**src/rtl/dm_console_rx_if.sv**
```systemverilog
// Byte-stream handshake plus CPU data-memory bus for the console receive peripheral.
// The master side is the byte source and CPU; the slave side is the peripheral.
interface dm_console_rx_if;
    logic [7:0]  in_data_i;
    logic        in_valid_i;
    logic        in_ready_o;
    logic [31:0] dm_addr_i;
    logic [31:0] dm_data_s_i;
    logic [3:0]  dm_data_select_i;
    logic        dm_load_i;
    logic        dm_store_i;
    logic [31:0] dm_data_l_o;
    logic        dm_load_done_o;
    logic        dm_store_done_o;
    logic        irq_o;

    modport master (
        output in_data_i, in_valid_i, dm_addr_i, dm_data_s_i, dm_data_select_i,
               dm_load_i, dm_store_i,
        input  in_ready_o, dm_data_l_o, dm_load_done_o, dm_store_done_o, irq_o
    );

    modport slave (
        input  in_data_i, in_valid_i, dm_addr_i, dm_data_s_i, dm_data_select_i,
               dm_load_i, dm_store_i,
        output in_ready_o, dm_data_l_o, dm_load_done_o, dm_store_done_o, irq_o
    );
endinterface

```
**src/rtl/dm_console_rx.sv**
```systemverilog
// Console receive peripheral: buffers an incoming byte stream in a FIFO and
// exposes it to the CPU through DATA/STATUS/CTRL registers on the dm bus.
module dm_console_rx #(
    parameter logic [31:0] BASE_ADDR  = 32'h1000_0010,
    parameter int          DEPTH_LOG2 = 4
) (
    input  logic           wclk,
    input  logic           rst,
    dm_console_rx_if.slave bus
);
    localparam int DEPTH = 1 << DEPTH_LOG2;

    typedef logic [DEPTH_LOG2-1:0] ptr_t;
    typedef logic [DEPTH_LOG2:0]   cnt_t;
    typedef enum logic [1:0] {
        REG_DATA   = 2'd0,
        REG_STATUS = 2'd1,
        REG_CTRL   = 2'd2,
        REG_RSVD   = 2'd3
    } reg_off_t;

    logic [7:0]  mem [DEPTH];
    ptr_t        wr_ptr;
    ptr_t        rd_ptr;
    cnt_t        count;
    logic        ie;
    logic        ovf;
    logic        flush_pending;
    logic        store_ack;
    logic [31:0] load_data;
    logic        load_done;
    logic        store_done;
    logic        irq;

    logic        hit;
    reg_off_t    offset;
    logic        load_hit;
    logic        store_hit;
    logic        ctrl_wr;
    logic        flush;
    logic        ovf_clr;
    logic        empty;
    logic        full;
    logic        ready;
    logic        push;
    logic        pop;
    logic [31:0] rd_value;

    assign hit       = (bus.dm_addr_i[31:4] == BASE_ADDR[31:4]);
    assign offset    = reg_off_t'(bus.dm_addr_i[3:2]);
    assign load_hit  = bus.dm_load_i && hit;
    assign store_hit = bus.dm_store_i && hit;
    assign ctrl_wr   = store_hit && (offset == REG_CTRL) && bus.dm_data_select_i[0];
    assign flush     = ctrl_wr && bus.dm_data_s_i[0];
    assign ovf_clr   = ctrl_wr && bus.dm_data_s_i[2];

    assign empty = (count == '0);
    assign full  = (count == cnt_t'(DEPTH));
    // Source is stalled for one cycle after a flush commits.
    assign ready = !full && !flush_pending;
    assign push  = bus.in_valid_i && ready;
    assign pop   = load_hit && (offset == REG_DATA) && !empty;

    assign bus.in_ready_o      = ready;
    assign bus.dm_data_l_o     = load_data;
    assign bus.dm_load_done_o  = load_done;
    assign bus.dm_store_done_o = store_done;
    assign bus.irq_o           = irq;

    always_comb begin
        // NOTE: default first so every path assigns rd_value and no latch is inferred.
        rd_value = '0;
        case (offset)
            REG_DATA:   if (!empty) rd_value = {1'b1, 23'b0, mem[rd_ptr]};
            REG_STATUS: rd_value = {ovf, 15'b0, 16'(count)};
            REG_CTRL:   rd_value = {30'b0, ie, 1'b0};
            default:    rd_value = '0;
        endcase
    end

    // NOTE: storage has no reset; the pointers and count alone define what is valid.
    always_ff @(posedge wclk) begin
        if (push) mem[wr_ptr] <= bus.in_data_i;
    end

    // NOTE: non-blocking assignments so every register samples pre-edge values.
    always_ff @(posedge wclk or negedge rst) begin
        if (!rst) begin
            wr_ptr <= '0;
            rd_ptr <= '0;
            count  <= '0;
        end else if (flush) begin
            // Flush wins over a push or pop landing on the same edge.
            wr_ptr <= '0;
            rd_ptr <= '0;
            count  <= '0;
        end else begin
            if (push) wr_ptr <= wr_ptr + ptr_t'(1);
            if (pop)  rd_ptr <= rd_ptr + ptr_t'(1);
            case ({push, pop})
                2'b10:   count <= count + cnt_t'(1);
                2'b01:   count <= count - cnt_t'(1);
                default: count <= count;
            endcase
        end
    end

    always_ff @(posedge wclk or negedge rst) begin
        if (!rst) begin
            ie            <= 1'b0;
            ovf           <= 1'b0;
            flush_pending <= 1'b0;
            store_ack     <= 1'b0;
            store_done    <= 1'b0;
            load_data     <= '0;
            load_done     <= 1'b0;
            irq           <= 1'b0;
        end else begin
            if (ctrl_wr) ie <= bus.dm_data_s_i[1];
            // A fresh overflow outranks a clear on the same edge so no event is lost.
            if (bus.in_valid_i && full) ovf <= 1'b1;
            else if (ovf_clr)           ovf <= 1'b0;
            flush_pending <= flush;
            store_ack     <= store_hit;
            store_done    <= store_ack;
            load_done     <= load_hit;
            if (load_hit) load_data <= rd_value;
            irq <= !empty && ie;
        end
    end
endmodule

```
**src/flat_wrapper.sv**
```systemverilog
// flat-port wrapper written by rule: the top's interface ports become plain ports
module dm_console_rx_flat 
#(
    parameter logic [31:0] BASE_ADDR  = 32'h1000_0010,
    parameter int          DEPTH_LOG2 = 4
)
  (wclk, rst, bus_in_data_i, bus_in_valid_i, bus_dm_addr_i, bus_dm_data_s_i, bus_dm_data_select_i, bus_dm_load_i, bus_dm_store_i, bus_in_ready_o, bus_dm_data_l_o, bus_dm_load_done_o, bus_dm_store_done_o, bus_irq_o);
  dm_console_rx_if bus_i ();
  input  logic wclk;
  input  logic rst;
  input wire logic [$bits(bus_i.in_data_i)-1:0] bus_in_data_i;
  input wire logic [$bits(bus_i.in_valid_i)-1:0] bus_in_valid_i;
  input wire logic [$bits(bus_i.dm_addr_i)-1:0] bus_dm_addr_i;
  input wire logic [$bits(bus_i.dm_data_s_i)-1:0] bus_dm_data_s_i;
  input wire logic [$bits(bus_i.dm_data_select_i)-1:0] bus_dm_data_select_i;
  input wire logic [$bits(bus_i.dm_load_i)-1:0] bus_dm_load_i;
  input wire logic [$bits(bus_i.dm_store_i)-1:0] bus_dm_store_i;
  output wire logic [$bits(bus_i.in_ready_o)-1:0] bus_in_ready_o;
  output wire logic [$bits(bus_i.dm_data_l_o)-1:0] bus_dm_data_l_o;
  output wire logic [$bits(bus_i.dm_load_done_o)-1:0] bus_dm_load_done_o;
  output wire logic [$bits(bus_i.dm_store_done_o)-1:0] bus_dm_store_done_o;
  output wire logic [$bits(bus_i.irq_o)-1:0] bus_irq_o;
  assign bus_i.in_data_i = bus_in_data_i;
  assign bus_i.in_valid_i = bus_in_valid_i;
  assign bus_i.dm_addr_i = bus_dm_addr_i;
  assign bus_i.dm_data_s_i = bus_dm_data_s_i;
  assign bus_i.dm_data_select_i = bus_dm_data_select_i;
  assign bus_i.dm_load_i = bus_dm_load_i;
  assign bus_i.dm_store_i = bus_dm_store_i;
  assign bus_in_ready_o = bus_i.in_ready_o;
  assign bus_dm_data_l_o = bus_i.dm_data_l_o;
  assign bus_dm_load_done_o = bus_i.dm_load_done_o;
  assign bus_dm_store_done_o = bus_i.dm_store_done_o;
  assign bus_irq_o = bus_i.irq_o;
  dm_console_rx #(.BASE_ADDR(BASE_ADDR), .DEPTH_LOG2(DEPTH_LOG2)) u_core (.wclk(wclk), .rst(rst), .bus(bus_i));
endmodule
```
**config.mk**
```make
export PLATFORM = sky130hd
export DESIGN_NAME = dm_console_rx_flat
export DESIGN_NICKNAME = d
export VERILOG_FILES = /design/src/rtl/dm_console_rx_if.sv /design/src/rtl/dm_console_rx.sv /design/src/flat_wrapper.sv
export SDC_FILE = /design/constraint.sdc
export NUM_CORES = 1
export LEC_CHECK = 0
export ABC_AREA = 1
export CELL_PAD_IN_SITES_DETAIL_PLACEMENT = 2
export CELL_PAD_IN_SITES_GLOBAL_PLACEMENT = 2
export CORE_ASPECT_RATIO = 1.5
export CORE_MARGIN = 4
export CORE_UTILIZATION = 37
export DETAILED_ROUTE_END_ITERATION = 10
export MAX_ROUTING_LAYER = met4
export PLACE_DENSITY_LB_ADDON = 0.1
export REMOVE_ABC_BUFFERS = 1
export SYNTH_ARGS = -nofsm -noshare
export SYNTH_HDL_FRONTEND = slang
export SYNTH_SLANG_ARGS = --single-unit
```
**constraint.sdc**
```tcl
create_clock -name wclk -period 6.2 [get_ports wclk]
set_clock_uncertainty 0.05 [all_clocks]
set_input_delay 1.24 -clock wclk [delete_from_list [all_inputs] [get_ports wclk]]
set_output_delay 1.24 -clock wclk [all_outputs]
set_load 0.02 [all_outputs]
```
==> out/metrics.csv <==
stage;metric;value;unit
sta;tns;0;ns
worst_setup_path;cp.depth;18;
layout;synthToLayoutAreaGrowth;18.4;%
power_and_ir_drop;power_frac_seq;0.497;
drt;ant_nets;0;
synth;async_flop_share;0.185;
synth;synth_edf_count;128;
synth;synth_area;0.00702;sq mm
die;die_area;0.0213;sq mm
sta;fmax;0.287;GHz
layout;n_antenna_cell;0;
synth;synth.top_cell.area_share;0.547;
sta;rsz0062_at_grt;no;
die;initial_utilization;0.377;
global_routing;grt_overflow_total;0;
worst_setup_path;path_cells;clkdlybuf4s50_1 > inv_1 > nor2_1 > nand2_1 > nor2_1 > nand2_1 > nor2_4 > nand4_2 > fa_1 > nand3b_1 > nand2_1 > nand2_1 > nand2_1 > inv_1 > nand2_1 > nand2_1 > nand2_1 > nand2_1;
synth;synthCells;663;
cts;htree_levels;4;
sta;slew_headroom;0.332;
sta;tightest_slew;0.998;ns
drt;dr.pass1.iters;4;
global_routing;grt_pass1_wl;30.6;mm
worst_setup_path;path_buf_inv;3;
flow_run;drv_cap;0;
drt;wirelength;19.7;mm
worst_setup_path;crit_path_start;bus_dm_addr_i[4];
power_and_ir_drop;leakagePower;3.32;nW
worst_setup_path;reg2reg_depth;12;
cts;cts_tree;yes;
layout;drive_gt1_frac;0.0696;
die;core_area;0.0186;sq mm
worst_setup_path;timing.rr.start;u_core.rd_ptr[0];
drt;num_vias;4954;
worst_setup_path;max_stage_delay;0.48;ns
synth;yosysTopAreaCell;edfxtp_1;
sta;fin_crit_sh;0.562;
drt;drtIter0Drc;176;
worst_setup_path;crit_fanout;5;
worst_setup_path;critPathSlowestCell;fa_1;
power_and_ir_drop;p_sw;0.742;mW
sta;min_period;3.48;ns
global_routing;antenna_found_initial;0;
cts;clk_path_buf_depth;2;
cts;ctsResizeCount;0;
sta;hold_viol;0;
cts;clock_latency;0.43;ns
cts;cts_buffers;17;
placed_design;finalWeightedCongestion;0.780;
global_routing;grt_use_total;0.198;
sta;setup_viol;0;
drt;drc;0;
die;die_h;177;um
synth;synth_flop_cell;edfxtp_1;
cts;cts.clk_slew.worst_paths;0.07;ns
drt;wl_per_cell;20.0;um
die;num_io_pins;117;
cts;cts_hold_buf;0;
worst_setup_path;critPathLaunchType;input port;
worst_setup_path;path_delay_family;simple AND/OR/NAND/NOR gates;
sta;slew_viol_final;0;
worst_setup_path;crit_type;input port to flop;
global_routing;grt_max_degree;87;
power_and_ir_drop;power.density;316;mW/mm^2
outcome;outcome;finished, final reports clean;
layout;fill_cells;1996;
power_and_ir_drop;pwr-share-clk;0.376;
cts;cts-root-buf;clkbuf_16;
die;die_w;121;um
power_and_ir_drop;switching_share;0.283;
synth;ys_types;35;
layout;fin_util;0.447;
global_routing;grt_pass1_vias;5502;
synth;syn-mean-instance-area;10.6;sq um
cts;cts_num_sinks;157;
synth;yosys-top-cells-area;edfxtp_1 55%, dfrtp_1 10%, nand2_1 9.4%;
worst_setup_path;crit_path_end;u_core.count[4];
placed_design;hpwlAfterDp;13.9;mm
worst_setup_path;r2r_end;u_core.bus.dm_data_l_o[4];
worst_setup_path;arrival;3.76;ns
drt;routed_via_density;5.03;
worst_setup_path;crit_path_frequent_cell;nand2_1;
worst_setup_path;cp.required;6.48;ns
power_and_ir_drop;ir_worst_vdd;0.198;mV
worst_hold_path;hp-class;flop to flop;
worst_setup_path;end_kind;flop;
worst_setup_path;rrSetupSlack;3.40;ns
placed_design;numPortBuffers;59;
synth;ys_ff_latch;157;
power_and_ir_drop;intPower;1.88;mW
power_and_ir_drop;comb_power_share;0.127;
cts;cts_post_setup_buffers_inserted;0;
layout;nNetsFinal;810;
synth;seq_area_frac_synth;0.651;
synth;synth.yosys.warnings;0;
die;rows;61;
## Yosys cell counts (2+ instances only)
cell / number
buf_4: 24
nor2_4: 2
buf_2: 12
nand3b_1: 3
nand4_1: 9
nand3_1: 44
o211ai_1: 19
nor2_2: 2
clkbuf_1: 10
o2111ai_1: 6
o21ai_0: 30
nand2_4: 2
nand2_1: 175
o21ai_1: 2
a21oi_1: 12
ha_1: 8
inv_2: 4
nor2_1: 76
inv_1: 51
xnor2_1: 2
edfxtp_1: 128
dfrtp_1: 29
## cell usage in the layout (no fill, tap or decap), drive strengths merged, types with 8 or more instances in the layout
cell / instances
a21oi: 13
clkbuf: 18
clkdlybuf4s50: 59
conb: 23
dfrtp: 29
edfxtp: 128
ha: 8
inv: 61
nand2: 178
nand3: 46
nand4: 10
nor2: 80
o211ai: 19
o21ai: 32
## flip-flops by register name (all words and copies together), names as in the netlist
| signal | flops |
|---|---|
| u_core.mem | 128 |
| u_core.bus.dm_data_l_o | 9 |
| u_core.count | 5 |
| u_core.rd_ptr | 4 |
| u_core.wr_ptr | 4 |
| u_core.bus.dm_load_done_o | 1 |
| u_core.bus.dm_store_done_o | 1 |
| u_core.bus.irq_o | 1 |
| u_core.flush_pending | 1 |
| u_core.ie | 1 |
| u_core.ovf | 1 |
| u_core.store_ack | 1 |
## cell type report
class                      instances  area [sq um]  area share
multi-input combinational        427          2050       0.247
timing repair buffer              62           613      0.0737
inverter                          55           206      0.0248
sequential                       157          4570       0.549
tap                              252           315      0.0379
clock inverter                    14           130      0.0156
clock buffer                      18           429      0.0516
## power groups by stage
stage	sequential [mW]	clock (mW)	combinational [mW]
after floorplan	1.30	0	0.205
after global placement	1.32	0	0.307
after detailed placement	1.33	0	0.333
after CTS	1.31	1.01	0.339
after global routing	1.32	1.06	0.374
final	1.31	0.988	0.333
## metrics by stage
step | setup slack (ns) | cell area, sq um | power [mW] | std cells | hold WS (ns)
after floorplan | 2.89 | 6830 | 1.51 | 639 | 0.281
after global placement | 2.32 | 7760 | 1.63 | 953 | 0.291
after detailed placement | 2.24 | 7760 | 1.66 | 953 | 0.294
after CTS | 2.69 | 8320 | 2.66 | 985 | 0.316
after global routing | 2.44 | 8320 | 2.75 | 985 | 0.330
final | 2.72 | 8320 | 2.63 | 985 | 0.314
## worst min-delay path by stage
stage,startpoint,to,cells past startpoint
final,u_core.store_ack,u_core.bus.dm_store_done_o,0
after floorplan,u_core.store_ack,u_core.bus.dm_store_done_o,0
after CTS,u_core.store_ack,u_core.bus.dm_store_done_o,0
after detailed placement,u_core.store_ack,u_core.bus.dm_store_done_o,0
after global routing,u_core.store_ack,u_core.bus.dm_store_done_o,0
after global placement,u_core.store_ack,u_core.bus.dm_store_done_o,0
## worst reg2reg max path, stage by stage (launching register included)
cell,delay (ns)
dfrtp_2,0.34
buf_4,0.68
inv_2,0.61
nor2_1,0.27
nor2_1,0.06
o21ai_0,0.11
o211ai_1,0.16
nand2_1,0.11
nand2_1,0.07
nand2_1,0.07
nand2_1,0.05
nand2_1,0.06
nand2_1,0.05
## layer usage
layer	GRT usage	wire, um	up-vias
met5	-	0	-
met2	0.375	11400	87
li1	-	-	2308
met4	0.0657	348	0
met1	0.201	7340	2536
met3	0.0381	602	23
## kinds of logic after synthesis
logic type	count (synthesis)	synth area share
fa+ha+maj	9	0.0171
buf+inv	101	0.0689
xor+xnor	3	0.00374
flops	157	0.651
compound gates	71	0.0616
simple gates	320	0.196
other cells	1	0.000534
mux	1	0.00160
Note: power is estimated with default switching activity, not from simulation.
